$ cat src/rtl/cam_ctrl.sv
// cam_ctrl: command front-end for an external CAM with a local valid bitmap.
// Ports: clk/rst; cmd_* request (valid/ready), rsp_* response (valid/ready);
//   cam_write_* write port and cam_write_busy; cam_compare_data/cam_match*
//   compare port; used_count occupancy; stat_hits/stat_misses statistics.
// Macro CAM_CTRL_STATS_EN enables the saturating hit/miss counters.
module cam_ctrl #(
    parameter int DATA_WIDTH  = 64,
    parameter int ADDR_WIDTH  = 5,
    parameter int CMP_LATENCY = 1
) (
    input  logic                  clk,
    input  logic                  rst,
    input  logic                  cmd_valid,
    output logic                  cmd_ready,
    input  logic [1:0]            cmd_op,
    input  logic [DATA_WIDTH-1:0] cmd_data,
    input  logic [ADDR_WIDTH-1:0] cmd_addr,
    output logic                  rsp_valid,
    input  logic                  rsp_ready,
    output logic                  rsp_hit,
    output logic                  rsp_full,
    output logic [ADDR_WIDTH-1:0] rsp_addr,
    output logic [ADDR_WIDTH-1:0] cam_write_addr,
    output logic [DATA_WIDTH-1:0] cam_write_data,
    output logic                  cam_write_delete,
    output logic                  cam_write_enable,
    input  logic                  cam_write_busy,
    output logic [DATA_WIDTH-1:0] cam_compare_data,
    input  logic                  cam_match,
    input  logic [ADDR_WIDTH-1:0] cam_match_addr,
    output logic [ADDR_WIDTH:0]   used_count,
    output logic [15:0]           stat_hits,
    output logic [15:0]           stat_misses
);

    localparam int DEPTH = 1 << ADDR_WIDTH;
    localparam logic [1:0] OP_INSERT = 2'd1;
    localparam logic [1:0] OP_DELETE = 2'd2;
    localparam logic [ADDR_WIDTH:0] ONE = 1;

    typedef enum logic [2:0] {
        IDLE, COMPARE, DECIDE, WRITE, WAIT_BUSY, RESP
    } state_t;

    state_t                state;
    logic [1:0]            op_q;
    logic [DATA_WIDTH-1:0] key_q;
    logic [ADDR_WIDTH-1:0] addr_q;
    logic [2:0]            cnt;
    logic [DEPTH-1:0]      valid_map;
    logic                  free_found;
    logic [ADDR_WIDTH-1:0] free_idx;

    // Lowest-index clear bit: scan downwards so the last hit wins.
    always_comb begin
        free_found = 1'b0;
        free_idx   = '0;
        for (int i = DEPTH - 1; i >= 0; i--) begin
            if (!valid_map[i]) begin
                free_found = 1'b1;
                free_idx   = ADDR_WIDTH'(i);
            end
        end
    end

    always_ff @(posedge clk) begin
        if (rst) begin
            state            <= IDLE;
            op_q             <= '0;
            key_q            <= '0;
            addr_q           <= '0;
            cnt              <= '0;
            valid_map        <= '0;
            used_count       <= '0;
            cmd_ready        <= 1'b1;
            rsp_valid        <= 1'b0;
            rsp_hit          <= 1'b0;
            rsp_full         <= 1'b0;
            rsp_addr         <= '0;
            cam_write_addr   <= '0;
            cam_write_data   <= '0;
            cam_write_delete <= 1'b0;
            cam_write_enable <= 1'b0;
            cam_compare_data <= '0;
        end else begin
            unique case (state)
                IDLE: begin
                    if (cmd_valid) begin
                        op_q             <= cmd_op;
                        key_q            <= cmd_data;
                        addr_q           <= cmd_addr;
                        cam_compare_data <= cmd_data;
                        cmd_ready        <= 1'b0;
                        rsp_hit          <= 1'b0;
                        rsp_full         <= 1'b0;
                        rsp_addr         <= '0;
                        cnt              <= 3'(CMP_LATENCY - 1);
                        state <= (cmd_op == OP_DELETE) ? DECIDE : COMPARE;
                    end
                end
                COMPARE: begin
                    if (cnt == '0) state <= DECIDE;
                    else           cnt   <= cnt - 3'd1;
                end
                DECIDE: begin
                    cam_compare_data <= '0;
                    if (op_q == OP_DELETE) begin
                        rsp_addr <= addr_q;
                        if (valid_map[addr_q]) begin
                            rsp_hit          <= 1'b1;
                            cam_write_addr   <= addr_q;
                            cam_write_data   <= key_q;
                            cam_write_delete <= 1'b1;
                            state            <= WRITE;
                        end else begin
                            rsp_valid <= 1'b1;
                            state     <= RESP;
                        end
                    end else if (cam_match) begin
                        rsp_hit   <= 1'b1;
                        rsp_addr  <= cam_match_addr;
                        rsp_valid <= 1'b1;
                        state     <= RESP;
                    end else if (op_q != OP_INSERT) begin
                        rsp_valid <= 1'b1;
                        state     <= RESP;
                    end else if (!free_found) begin
                        rsp_full  <= 1'b1;
                        rsp_valid <= 1'b1;
                        state     <= RESP;
                    end else begin
                        rsp_addr         <= free_idx;
                        cam_write_addr   <= free_idx;
                        cam_write_data   <= key_q;
                        cam_write_delete <= 1'b0;
                        state            <= WRITE;
                    end
                end
                WRITE: begin
                    if (!cam_write_busy) begin
                        cam_write_enable <= 1'b1;
                        valid_map[cam_write_addr] <= !cam_write_delete;
                        used_count <= cam_write_delete ? used_count - ONE
                                                       : used_count + ONE;
                        state <= WAIT_BUSY;
                    end
                end
                WAIT_BUSY: begin
                    cam_write_enable <= 1'b0;
                    if (!cam_write_busy) begin
                        rsp_valid <= 1'b1;
                        state     <= RESP;
                    end
                end
                RESP: begin
                    if (rsp_ready) begin
                        rsp_valid <= 1'b0;
                        cmd_ready <= 1'b1;
                        state     <= IDLE;
                    end
                end
                default: state <= IDLE;
            endcase
        end
    end

`ifdef CAM_CTRL_STATS_EN
    logic [15:0] hits_q;
    logic [15:0] misses_q;

    always_ff @(posedge clk) begin
        if (rst) begin
            hits_q   <= '0;
            misses_q <= '0;
        end else if (state == DECIDE && op_q != OP_DELETE) begin
            if (cam_match) begin
                if (hits_q != 16'hFFFF) hits_q <= hits_q + 16'd1;
            end else begin
                if (misses_q != 16'hFFFF) misses_q <= misses_q + 16'd1;
            end
        end
    end

    assign stat_hits   = hits_q;
    assign stat_misses = misses_q;
`else
    assign stat_hits   = '0;
    assign stat_misses = '0;
`endif

endmodule

$ cat config.mk
export PLATFORM = sky130hd
export DESIGN_NAME = cam_ctrl
export DESIGN_NICKNAME = d
export VERILOG_FILES = /design/src/rtl/cam_ctrl.sv
export SDC_FILE = /design/constraint.sdc
export NUM_CORES = 1
export LEC_CHECK = 0
export CORE_UTILIZATION = 35
export CTS_CLUSTER_SIZE = 14
export DETAILED_ROUTE_END_ITERATION = 8
export GPL_TIMING_DRIVEN = 0
export PLACE_DENSITY = 0.68
export RECOVER_POWER = 100
export SLEW_MARGIN = 0
export SYNTH_ARGS = -nofsm -noshare
export SYNTH_HDL_FRONTEND = slang
export SYNTH_SLANG_ARGS = --single-unit
$ cat constraint.sdc
create_clock -name clk -period 4.26 [get_ports clk]
set_input_delay 0.639 -clock clk [delete_from_list [all_inputs] [get_ports clk]]
set_output_delay 0.639 -clock clk [all_outputs]
set_load 0.02 [all_outputs]
==> results.json <==
{
  "status": "finished clean",
  "hold_viol": 0,
  "synth_cells": 1296,
  "p_switching_mw": 1.904,
  "grt_max_degree": 16,
  "tightest_slew_ns": 0.8588,
  "synth-seq-area-share_pct": 48.57,
  "grt_pass1_wl_um": 51590,
  "seq_area_um2": 5185,
  "postCtsHoldBufs": 0,
  "comb_power_share_pct": 18.2,
  "fp.coreArea_um2": 29800,
  "p_leak_nw": 6.188,
  "cap_violations": 0,
  "path_class": "register to register",
  "grt_overflow": 0,
  "holdWs_ns": 0.4476,
  "drt_iter0_drc": 496,
  "clock-sinks": 259,
  "p_seq_share_pct": 40.8,
  "gp_congestion": 0.9268,
  "first_pass_iters": 5,
  "synth_warnings": 0,
  "grt_pass1_vias": 9438,
  "syn_to_final_growth_pct": 36.78,
  "period_minus_slack_ns": 3.460,
  "design_area_um2": 14600,
  "power_mw": 6.690,
  "post-route-period-util_pct": 81.23,
  "num_antenna_cells": 0,
  "postCtsSetupBuffers": 0,
  "cts_max_path_buffers": 3,
  "ir_drop_mv": 0.3124,
  "die-area_um2": 31200,
  "cp.required_ns": 4.71,
  "crit_slowest_cell": "clkbuf_1",
  "drcViolationCount": 0,
  "io_buffers": 229,
  "detail_route.wl_per_cell_um": 16.69,
  "fp.dieH_um": 176.6,
  "finalSetupViolations": 0,
  "avgViaCountPerCell": 4.915,
  "worst_setup_path_end_kind": "register",
  "rsz0062_at_grt": "no",
  "max_stage_delay_ns": 0.57,
  "cp_max_fo": 10,
  "async_reset_ff_share_pct": 0,
  "cp-start-kind": "register",
  "insertion_delay_ns": 0.56,
  "clk_pin_slew_worst_paths_ns": 0.06,
  "fin_tns_setup_ns": 0,
  "fillerInstances": 2850,
  "ys.flop_type": "dfxtp_1",
  "synth_edf_count": 0,
  "cts-root-buf": "clkbuf_16",
  "path_cells": "clkbuf_1 -> buf_6 -> mux2i_1 -> a21oi_1 -> o211ai_1 -> nand2_1 -> o211ai_1 -> nor2b_1 -> clkbuf_1 -> buf_4 -> mux2i_1",
  "cts_resized": 0,
  "antenna_found_initial": 2,
  "place_area_um2": 13580,
  "syn-cell-area_um2": 10680,
  "fmax_mhz": 289.0,
  "cts_tree": "yes",
  "wirelength_um": 33290,
  "yosysUniqueCellTypes": 59,
  "powerDensity_nw_per_um2": 458.2,
  "avgSynthCellArea_um2": 8.237,
  "num_rows": 63,
  "ys_ff_latch": 259,
  "vias": 9806,
  "multi_input_area_um2": 4928,
  "fin_skew_ns": 0.01177,
  "arrival_ns": 3.91,
  "io_pins": 264,
  "initial_core_util_pct": 35.83,
  "slew_headroom_pct": 42.75,
  "grt_use_total_pct": 21.03,
  "switching_share_pct": 28.47,
  "nNetsFinal": 1675,
  "hold_class": "register to register",
  "hpwl_um": 24750,
  "ant_nets": 0,
  "htreeDepth": 1,
  "numCtsBuffers": 28,
  "power.internal_mw": 4.785,
  "drive_above_1_share_pct": 5.670,
  "finalMaxSlewViolations": 0,
  "clkPwrFrac_pct": 41.0,
  "utilization_pct": 49.00,
  "fp.dieW_um": 176.6
}
==> cell usage in the layout (no fill, tap or decap), types with 3 or more instances in the layout <==
cell type	netlist	final
mux2_1	4	4
clkdlybuf4s50_1	0	79
a221oi_1	4	4
a31oi_1	6	6
or3_1	21	21
dfxtp_1	259	259
conb_1	1	32
clkbuf_16	0	28
nand3_1	17	17
bufinv_16	0	8
nand2b_1	14	14
nand3b_1	3	3
nand2_1	382	382
mux2i_1	90	90
a21o_1	3	3
clkbuf_1	67	81
nor2_1	41	41
a21oi_1	182	182
xnor2_1	6	6
nor3_1	5	5
inv_1	15	15
a211oi_1	4	4
buf_4	37	37
ha_1	6	6
nand4_1	12	12
o211ai_1	8	8
o21ai_0	40	40
clkinv_2	0	5
dlygate4sd3_1	0	150
nor2b_1	15	15
buf_6	5	3
==> registers in the layout (all words and copies together), names as in the netlist, 5 cells and up <==
name,count
used_count,6
cam_write_data,64
cam_write_addr,5
cam_compare_data,64
valid_map,32
addr_q,5
key_q,64
rsp_addr,5
==> Yosys cell counts (all sizes together) (3+ instances only) <==
cell | number | area share, %
buf | 50 | 3.4
o211ai | 8 | 0.56
a211oi | 4 | 0.28
nor3 | 5 | 0.23
mux2 | 5 | 0.53
nand4 | 12 | 0.70
xnor2 | 6 | 0.49
a31oi | 6 | 0.35
inv | 16 | 0.56
clkbuf | 68 | 2.4
or3 | 21 | 1.2
nand2b | 14 | 0.82
nand3 | 17 | 0.80
o21ai | 43 | 2.0
a21o | 3 | 0.21
ha | 6 | 0.70
nor2b | 15 | 0.88
mux2i | 90 | 8.4
a221oi | 4 | 0.33
dfxtp | 259 | 49
a21oi | 182 | 8.5
nand2 | 382 | 13
nor2 | 41 | 1.4
nand3b | 3 | 0.21
==> power groups by stage <==
stage          logic (mW)  registers (mW)  clock network [mW]
2_1_floorplan       0.615            2.89                   0
3_3_place_gp         1.24            2.78                   0
3_5_place_dp         1.26            2.79                   0
4_1_cts              1.26            2.73                2.79
5_1_grt              1.34            2.76                2.89
6_report             1.22            2.73                2.74
==> metrics by stage <==
step                      setup slack, ns  std cells
final                              0.7995       1995
after global routing               0.5125       1995
after CTS                           1.208       1995
after detailed placement           0.8417       1946
after global placement             0.8668       1946
after floorplan                     2.077       1327
==> worst max-delay path, delay by kind of cell, from the launching register on <==
kind / cells / cell delay (ns)
AO/OA/AOI/OAI: 3 / 0.45
buffers and inverters: 4 / 1.56
flip-flops: 1 / 0.42
multiplexers: 2 / 0.59
AND/OR/NAND/NOR: 2 / 0.34
==> final timing paths <==
path                          start  depth (start not counted)                              end  slack [ns]
min reg2reg  key_q[57]$_SDFFE_PP0P_                          2  cam_write_data[57]$_SDFFE_PP0P_        0.45
min          key_q[57]$_SDFFE_PP0P_                          2  cam_write_data[57]$_SDFFE_PP0P_        0.45
max reg2reg  addr_q[1]$_SDFFE_PP0P_                         11   cam_write_addr[0]$_SDFFE_PP0P_        0.80
max          addr_q[1]$_SDFFE_PP0P_                         11   cam_write_addr[0]$_SDFFE_PP0P_        0.80
==> final cells by class <==
cell class              instances  share of cell area [%]
clock buffers                  35                   5.116
clock inverters                14                   2.022
well taps                     390                   3.342
repair buffers                229                   15.70
plain buffers                 118                   4.147
flip-flops and latches        259                   35.51
multi-input cells             934                   33.75
inverters                      16                  0.4113
==> per-layer routing <==
metal | routed length, um | global-route usage [%]
met4 | 1198 | 7.902
met2 | 15240 | 34.28
met3 | 2081 | 4.081
met1 | 14760 | 27.39
met5 | 12 | 0
==> cell families after synthesis <==
logic type / count (synthesis) / synth area share [%]
AO/OA/AOI/OAI: 273 / 14.17
XOR/XNOR: 6 / 0.4923
adder cells (fa/ha/maj): 7 / 0.8908
buffers and inverters: 134 / 6.388
flip-flops: 259 / 48.57
multiplexers: 95 / 8.966
other: 1 / 0.03513
AND/OR/NAND/NOR: 521 / 20.49
Note: power is estimated with default switching activity, not from simulation.
